### src/rtl/instr_encoder_if.sv
// Instruction-encoder load port: field handshake in, memory write strobe and status out.
interface instr_encoder_if #(
    parameter int unsigned ADDR_W = 6
);
    logic              start;
    logic              in_valid;
    logic              in_ready;
    logic [1:0]        in_kind;
    logic [3:0]        in_funct;
    logic [4:0]        in_rd;
    logic [4:0]        in_rs1;
    logic [4:0]        in_rs2;
    logic [12:0]       in_imm;
    logic              in_last;
    logic              mem_we;
    logic [ADDR_W-1:0] mem_addr;
    logic [31:0]       mem_wdata;
    logic [ADDR_W:0]   count;
    logic              done;
    logic              err;

    modport master (
        output start, in_valid, in_kind, in_funct, in_rd, in_rs1, in_rs2, in_imm, in_last,
        input  in_ready, mem_we, mem_addr, mem_wdata, count, done, err
    );

    modport slave (
        input  start, in_valid, in_kind, in_funct, in_rd, in_rs1, in_rs2, in_imm, in_last,
        output in_ready, mem_we, mem_addr, mem_wdata, count, done, err
    );
endinterface

### src/rtl/instr_encoder.sv
// Encodes lw/sw/R-type/beq fields into RV32I words and writes them sequentially
// into instruction memory, one word every two cycles.
module instr_encoder #(
    parameter int unsigned ADDR_W = 6
) (
    input  logic           clk,
    input  logic           rst,
    instr_encoder_if.slave bus
);

    typedef enum logic [1:0] {S_IDLE, S_ACCEPT, S_WRITE, S_DONE} state_e;
    typedef enum logic [1:0] {K_LW, K_SW, K_R, K_BEQ} kind_e;

    localparam logic [ADDR_W:0] FULL = {1'b1, {ADDR_W{1'b0}}};

    state_e            state_q, state_d;
    logic [ADDR_W:0]   count_q, count_d;
    logic              err_q, err_d;
    logic              last_q, last_d;
    logic [ADDR_W-1:0] addr_q, addr_d;
    logic [31:0]       wdata_q, wdata_d;

    logic [31:0]       enc_word;
    logic              enc_legal;
    logic [ADDR_W:0]   count_inc;

    // Encode the presented fields and judge whether they fit the instruction format
    always_comb begin
        enc_word  = '0;
        enc_legal = 1'b1;
        unique case (kind_e'(bus.in_kind))
            K_LW: begin
                enc_word  = {bus.in_imm[11:0], bus.in_rs1, 3'b010, bus.in_rd, 7'b0000011};
                enc_legal = (bus.in_imm[12] == bus.in_imm[11]);
            end
            K_SW: begin
                enc_word  = {bus.in_imm[11:5], bus.in_rs2, bus.in_rs1, 3'b010,
                             bus.in_imm[4:0], 7'b0100011};
                enc_legal = (bus.in_imm[12] == bus.in_imm[11]);
            end
            K_R: begin
                enc_word  = {1'b0, bus.in_funct[3], 5'b00000, bus.in_rs2, bus.in_rs1,
                             bus.in_funct[2:0], bus.in_rd, 7'b0110011};
                enc_legal = 1'b1;
            end
            K_BEQ: begin
                enc_word  = {bus.in_imm[12], bus.in_imm[10:5], bus.in_rs2, bus.in_rs1, 3'b000,
                             bus.in_imm[4:1], bus.in_imm[11], 7'b1100011};
                enc_legal = ~bus.in_imm[0];
            end
            default: begin
                enc_word  = '0;
                enc_legal = 1'b0;
            end
        endcase
    end

    assign count_inc = count_q + {{ADDR_W{1'b0}}, 1'b1};

    // Next-state logic: accept fields, strobe the write, track count/error/completion
    always_comb begin
        state_d = state_q;
        count_d = count_q;
        err_d   = err_q;
        last_d  = last_q;
        addr_d  = addr_q;
        wdata_d = wdata_q;
        unique case (state_q)
            S_IDLE, S_DONE: begin
                if (bus.start) begin
                    state_d = S_ACCEPT;
                    count_d = '0;
                    err_d   = 1'b0;
                end
            end
            S_ACCEPT: begin
                if (bus.in_valid) begin
                    if (enc_legal) begin
                        state_d = S_WRITE;
                        wdata_d = enc_word;
                        addr_d  = count_q[ADDR_W-1:0];
                        last_d  = bus.in_last;
                    end else begin
                        // Rejected word is consumed without a write; a final word still ends the load
                        err_d = 1'b1;
                        if (bus.in_last) begin
                            state_d = S_DONE;
                        end
                    end
                end
            end
            S_WRITE: begin
                count_d = count_inc;
                if (last_q) begin
                    state_d = S_DONE;
                end else if (count_inc == FULL) begin
                    state_d = S_DONE;
                    err_d   = 1'b1;
                end else begin
                    state_d = S_ACCEPT;
                end
            end
            default: state_d = S_IDLE;
        endcase
    end

    // State and datapath registers with synchronous reset
    always_ff @(posedge clk) begin
        if (rst) begin
            state_q <= S_IDLE;
            count_q <= '0;
            err_q   <= 1'b0;
            last_q  <= 1'b0;
            addr_q  <= '0;
            wdata_q <= '0;
        end else begin
            state_q <= state_d;
            count_q <= count_d;
            err_q   <= err_d;
            last_q  <= last_d;
            addr_q  <= addr_d;
            wdata_q <= wdata_d;
        end
    end

    assign bus.in_ready  = (state_q == S_ACCEPT);
    assign bus.mem_we    = (state_q == S_WRITE);
    assign bus.done      = (state_q == S_DONE);
    assign bus.err       = err_q;
    assign bus.count     = count_q;
    assign bus.mem_addr  = addr_q;
    assign bus.mem_wdata = wdata_q;

endmodule

### src/flat_wrapper.sv
// flat-port wrapper written by rule: the top's interface ports become plain ports
module instr_encoder_flat 
#(
    parameter int unsigned ADDR_W = 6
)
  (clk, rst, bus_start, bus_in_valid, bus_in_kind, bus_in_funct, bus_in_rd, bus_in_rs1, bus_in_rs2, bus_in_imm, bus_in_last, bus_in_ready, bus_mem_we, bus_mem_addr, bus_mem_wdata, bus_count, bus_done, bus_err);
  instr_encoder_if #(.ADDR_W(ADDR_W)) bus_i ();
  input  logic clk;
  input  logic rst;
  input wire logic [$bits(bus_i.start)-1:0] bus_start;
  input wire logic [$bits(bus_i.in_valid)-1:0] bus_in_valid;
  input wire logic [$bits(bus_i.in_kind)-1:0] bus_in_kind;
  input wire logic [$bits(bus_i.in_funct)-1:0] bus_in_funct;
  input wire logic [$bits(bus_i.in_rd)-1:0] bus_in_rd;
  input wire logic [$bits(bus_i.in_rs1)-1:0] bus_in_rs1;
  input wire logic [$bits(bus_i.in_rs2)-1:0] bus_in_rs2;
  input wire logic [$bits(bus_i.in_imm)-1:0] bus_in_imm;
  input wire logic [$bits(bus_i.in_last)-1:0] bus_in_last;
  output wire logic [$bits(bus_i.in_ready)-1:0] bus_in_ready;
  output wire logic [$bits(bus_i.mem_we)-1:0] bus_mem_we;
  output wire logic [$bits(bus_i.mem_addr)-1:0] bus_mem_addr;
  output wire logic [$bits(bus_i.mem_wdata)-1:0] bus_mem_wdata;
  output wire logic [$bits(bus_i.count)-1:0] bus_count;
  output wire logic [$bits(bus_i.done)-1:0] bus_done;
  output wire logic [$bits(bus_i.err)-1:0] bus_err;
  assign bus_i.start = bus_start;
  assign bus_i.in_valid = bus_in_valid;
  assign bus_i.in_kind = bus_in_kind;
  assign bus_i.in_funct = bus_in_funct;
  assign bus_i.in_rd = bus_in_rd;
  assign bus_i.in_rs1 = bus_in_rs1;
  assign bus_i.in_rs2 = bus_in_rs2;
  assign bus_i.in_imm = bus_in_imm;
  assign bus_i.in_last = bus_in_last;
  assign bus_in_ready = bus_i.in_ready;
  assign bus_mem_we = bus_i.mem_we;
  assign bus_mem_addr = bus_i.mem_addr;
  assign bus_mem_wdata = bus_i.mem_wdata;
  assign bus_count = bus_i.count;
  assign bus_done = bus_i.done;
  assign bus_err = bus_i.err;
  instr_encoder #(.ADDR_W(ADDR_W)) u_core (.clk(clk), .rst(rst), .bus(bus_i));
endmodule
### config.mk
export PLATFORM = sky130hd
export DESIGN_NAME = instr_encoder_flat
export DESIGN_NICKNAME = d
export VERILOG_FILES = /design/src/rtl/instr_encoder_if.sv /design/src/rtl/instr_encoder.sv /design/src/flat_wrapper.sv
export SDC_FILE = /design/constraint.sdc
export NUM_CORES = 1
export LEC_CHECK = 0
export CAP_MARGIN = 20
export CORE_UTILIZATION = 43
export CTS_CLUSTER_DIAMETER = 60
export DETAILED_ROUTE_END_ITERATION = 6
export PLACE_DENSITY = 0.86
export SYNTH_ARGS = -nofsm -noshare
export SYNTH_HDL_FRONTEND = slang
export SYNTH_SLANG_ARGS = --single-unit
### constraint.sdc
create_clock -name clk -period 1.8 [get_ports clk]
set_input_delay 0.36 -clock clk [delete_from_list [all_inputs] [get_ports clk]]
set_output_delay 0.36 -clock clk [all_outputs]
set_load 0.03 [all_outputs]
==> impl_metrics.json, run 1 <==
{
  "worstHoldEndpoint": "u_core.state_q[0]",
  "timing.hold.worst.class": "input pin to register",
  "drt_first_iter_violations": 140,
  "final_net_count": 393,
  "worstHoldPathCells": 2,
  "cap_violations": 0,
  "dr_total_vias": 2142,
  "synthesis.yosys.warnings": 0,
  "final_common_cell": "clkdlybuf4s50_1",
  "power.total_w": 0.002691,
  "ys_types": 38,
  "route.detailed.drc": 0,
  "worst_path_dominant_cell_family": "buffers and inverters",
  "synth_seq_area_share_pct": 43.09,
  "detail_route.wirelength_um": 5539,
  "clk_transition_reported_paths_ps": 70,
  "maxClockFrequency_mhz": 578.8,
  "nFillCells": 395,
  "dp_hpwl_um": 4028,
  "numPlacedInstances": 410,
  "timing.hold.worst.start": "rst",
  "antenna-diode-count": 0,
  "grt_start_max_net_pins": 23,
  "number_of_cts_inserted_buffers": 5,
  "unrepaired_setup_endpoints_after_global_routing": "no",
  "cts_tree": "done",
  "r2r-end": "u_core.bus.err",
  "syn-mean-instance-area_um2": 8.414,
  "critical_path.max_stage_delay_ps": 690,
  "critPathSlowestCell": "clkdlybuf4s50_1",
  "synth_top_area_cell": "dfxtp_1",
  "netlist_top_cells_area": "dfxtp_1 (43%), nand2_1 (8.1%), a21oi_1 (6.3%)",
  "cp_data_arrival_time_ps": 1370,
  "worstRegToRegCells": 5,
  "post-route-min-period_ps": 1728,
  "htree_levels": 2,
  "layout_worst_path_cycle_share_pct": 95.99,
  "ys_dominant_reg_cell": "dfxtp_1",
  "globalRouteTotalUtil_pct": 21.09,
  "chipWidth_um": 72.50,
  "finClkSkew_ps": 9.944,
  "avgRoutedWirePerCell_um": 13.25,
  "ctsLongestPathBuffers": 2,
  "number_of_vias_per_cell_after_detailed_routing": 5.124,
  "outcome": "complete, no violations",
  "number_of_cells_produced_by_synthesis": 254,
  "initial_core_utilization_pct": 44.95,
  "timing_worst_setup_path_type": "register to primary output",
  "critPathRequiredTime_ps": 1440,
  "cts.sink_count": 46,
  "timing.setup.tns_ps": 0,
  "insertion_delay_ps": 300,
  "synth-edff-count": 0,
  "port_buffers": 85,
  "first_global_vias": 1934,
  "finalHoldViolCount": 0,
  "finalCoreUtilization_pct": 68.26,
  "layoutNonFillerInstCount": 418,
  "synth_top_area_share_pct": 43.09,
  "post_cts_hold_buffer_count": 0,
  "dieHeight_um": 72.50,
  "cp-start-kind": "register",
  "total_leakage_power_nw": 1.180,
  "power_density_nw_per_um2": 829.2,
  "core_region_area_um2": 4755,
  "biggest_fanout_along_the_worst_timing_path": 5,
  "path_buf_inv": 1,
  "mostFrequentLayoutCells": "clkdlybuf4s50_1 (76), nand2_1 (46), dfxtp_1 (45)",
  "drtAntennaViolNets": 0,
  "share_of_layout_cells_above_drive_strength_1_pct": 15.10,
  "crit_chain": "clkdlybuf4s50_1",
  "worst-r2r-setup-slack_ps": 170,
  "num_io_pins": 88,
  "syn_to_final_growth_pct": 51.87,
  "rr_startpoint": "u_core.bus.count[3]",
  "detail_route.first_pass.iterations": 4,
  "num_rows": 25,
  "ir_drop_uv": 538.2,
  "timing.final.max_slew_violations": 0,
  "die_area_um2": 5256,
  "routabilityCongestion": 0.8538,
  "grt_overflow": 0,
  "antenna_violations_before_repair": 0,
  "post_cts.repair.setup_buffers": 0,
  "timing.critical_path.to_type": "primary output",
  "wire_length_of_the_first_global_routing_pass_um": 8638,
  "synth_area_um2": 2137,
  "clk_root_buffer_cell": "clkbuf_8",
  "postSynthRegisterBits": 46,
  "ys_async_sr_fraction_pct": 0,
  "whs_ps": 366.8,
  "finalSetupViolCount": 0
}
-- timing repair --
item / CTS / global route
resized for setup: 7 / 5
setup endpoints to repair: 7 / 6
gates cloned: 0 / 0
-- cell usage after synthesis, types with 2 or more instances --
cell and count:
buf_4 4, a21o_1 2, a311oi_2 7, inv_1 5, buf_2 2, nand2b_1 4, a211oi_2 5, dfxtp_1 46
o31ai_1 2, buf_6 3, a311oi_1 2, o21ai_0 9, clkbuf_1 10, nor3_1 3, mux2i_1 6, a22oi_1 2
nand2_1 46, ha_1 4, nor2b_1 2, nor2_1 32, nand3_1 14, nand3b_1 2, a21oi_1 27
-- metrics by stage --
stage | instance area [µm²] | setup slack (ps)
final | 3246 | 72.14
after global routing | 3246 | 12.30
after CTS | 3217 | 49.73
after detailed placement | 3139 | -262.3
after global placement | 3139 | -200.9
after floorplan | 2141 | 87.31
-- layer usage --
layer	up-vias	part of all wire (%)	global-route usage, %
li1	1071	-	-
met1	981	45	27.04
met2	79	48	35.41
met3	11	5.3	3.750
met4	0	1.8	7.843
met5	-	0	0
-- power by group --
group | internal, W | total (W) | switching [W]
Clock | 0.000274 | 0.000622 | 0.000347
Sequential | 0.00110 | 0.00114 | 0.0000471
Combinational | 0.000420 | 0.000926 | 0.000506
-- worst max path at each step --
| stage | startpoint | end | slack, ps | cells past startpoint |
|---|---|---|---|---|
| floorplan | u_core.bus.count[0] | u_core.bus.count[6] | 90 | 6 |
| global placement | bus_in_imm[11] | u_core.bus.mem_addr[3] | -200 | 8 |
| detailed placement | bus_in_imm[11] | u_core.bus.mem_addr[1] | -260 | 8 |
| CTS | bus_in_imm[11] | u_core.bus.mem_addr[1] | 50 | 8 |
| global route | bus_in_imm[11] | u_core.bus.mem_addr[2] | 10 | 8 |
| finish | u_core.bus.count[6] | bus_count[6] | 70 | 1 |
-- layout make-up --
cell class | instances | area, µm² | area share (%)
clock buffer | 6 | 72.57 | 2.236
clock inverter | 2 | 13.76 | 0.4241
tap | 67 | 83.83 | 2.583
sequential | 46 | 922.1 | 28.41
inverter | 5 | 18.77 | 0.5783
multi-input combinational | 184 | 1102 | 33.96
timing repair buffer | 108 | 1032 | 31.80
-- state kept, by name (all words and copies together), names as in the netlist --
signal / flops
u_core.bus.count: 7
u_core.bus.err: 1
u_core.bus.mem_addr: 6
u_core.bus.mem_wdata: 29
u_core.last_q: 1
u_core.state_q: 2
-- cell families after synthesis --
group	Yosys count	share of synthesized area, %
AOI/OAI and AO/OA	65	23.01
xor gates and xnor gates	1	0.4099
adders and majority gates	4	2.342
buffers and inverters	25	6.792
DFF	46	43.09
muxes	6	2.810
other	1	0.1755
and+or+nand+nor	106	21.37
No activity file was read; power rests on OpenSTA's default activity.
==> inputs of run 2 (changes only) <==
--- a/config.mk
+++ b/config.mk
@@ -5,6 +5,7 @@
 export SDC_FILE = /design/constraint.sdc
 export NUM_CORES = 1
 export LEC_CHECK = 0
+export ABC_CLOCK_PERIOD_IN_PS = 1800
 export CAP_MARGIN = 20
 export CORE_UTILIZATION = 43
 export CTS_CLUSTER_DIAMETER = 60
==> results of run 2 <==
Final layout, timing and power as in run 1 (identical DEF).
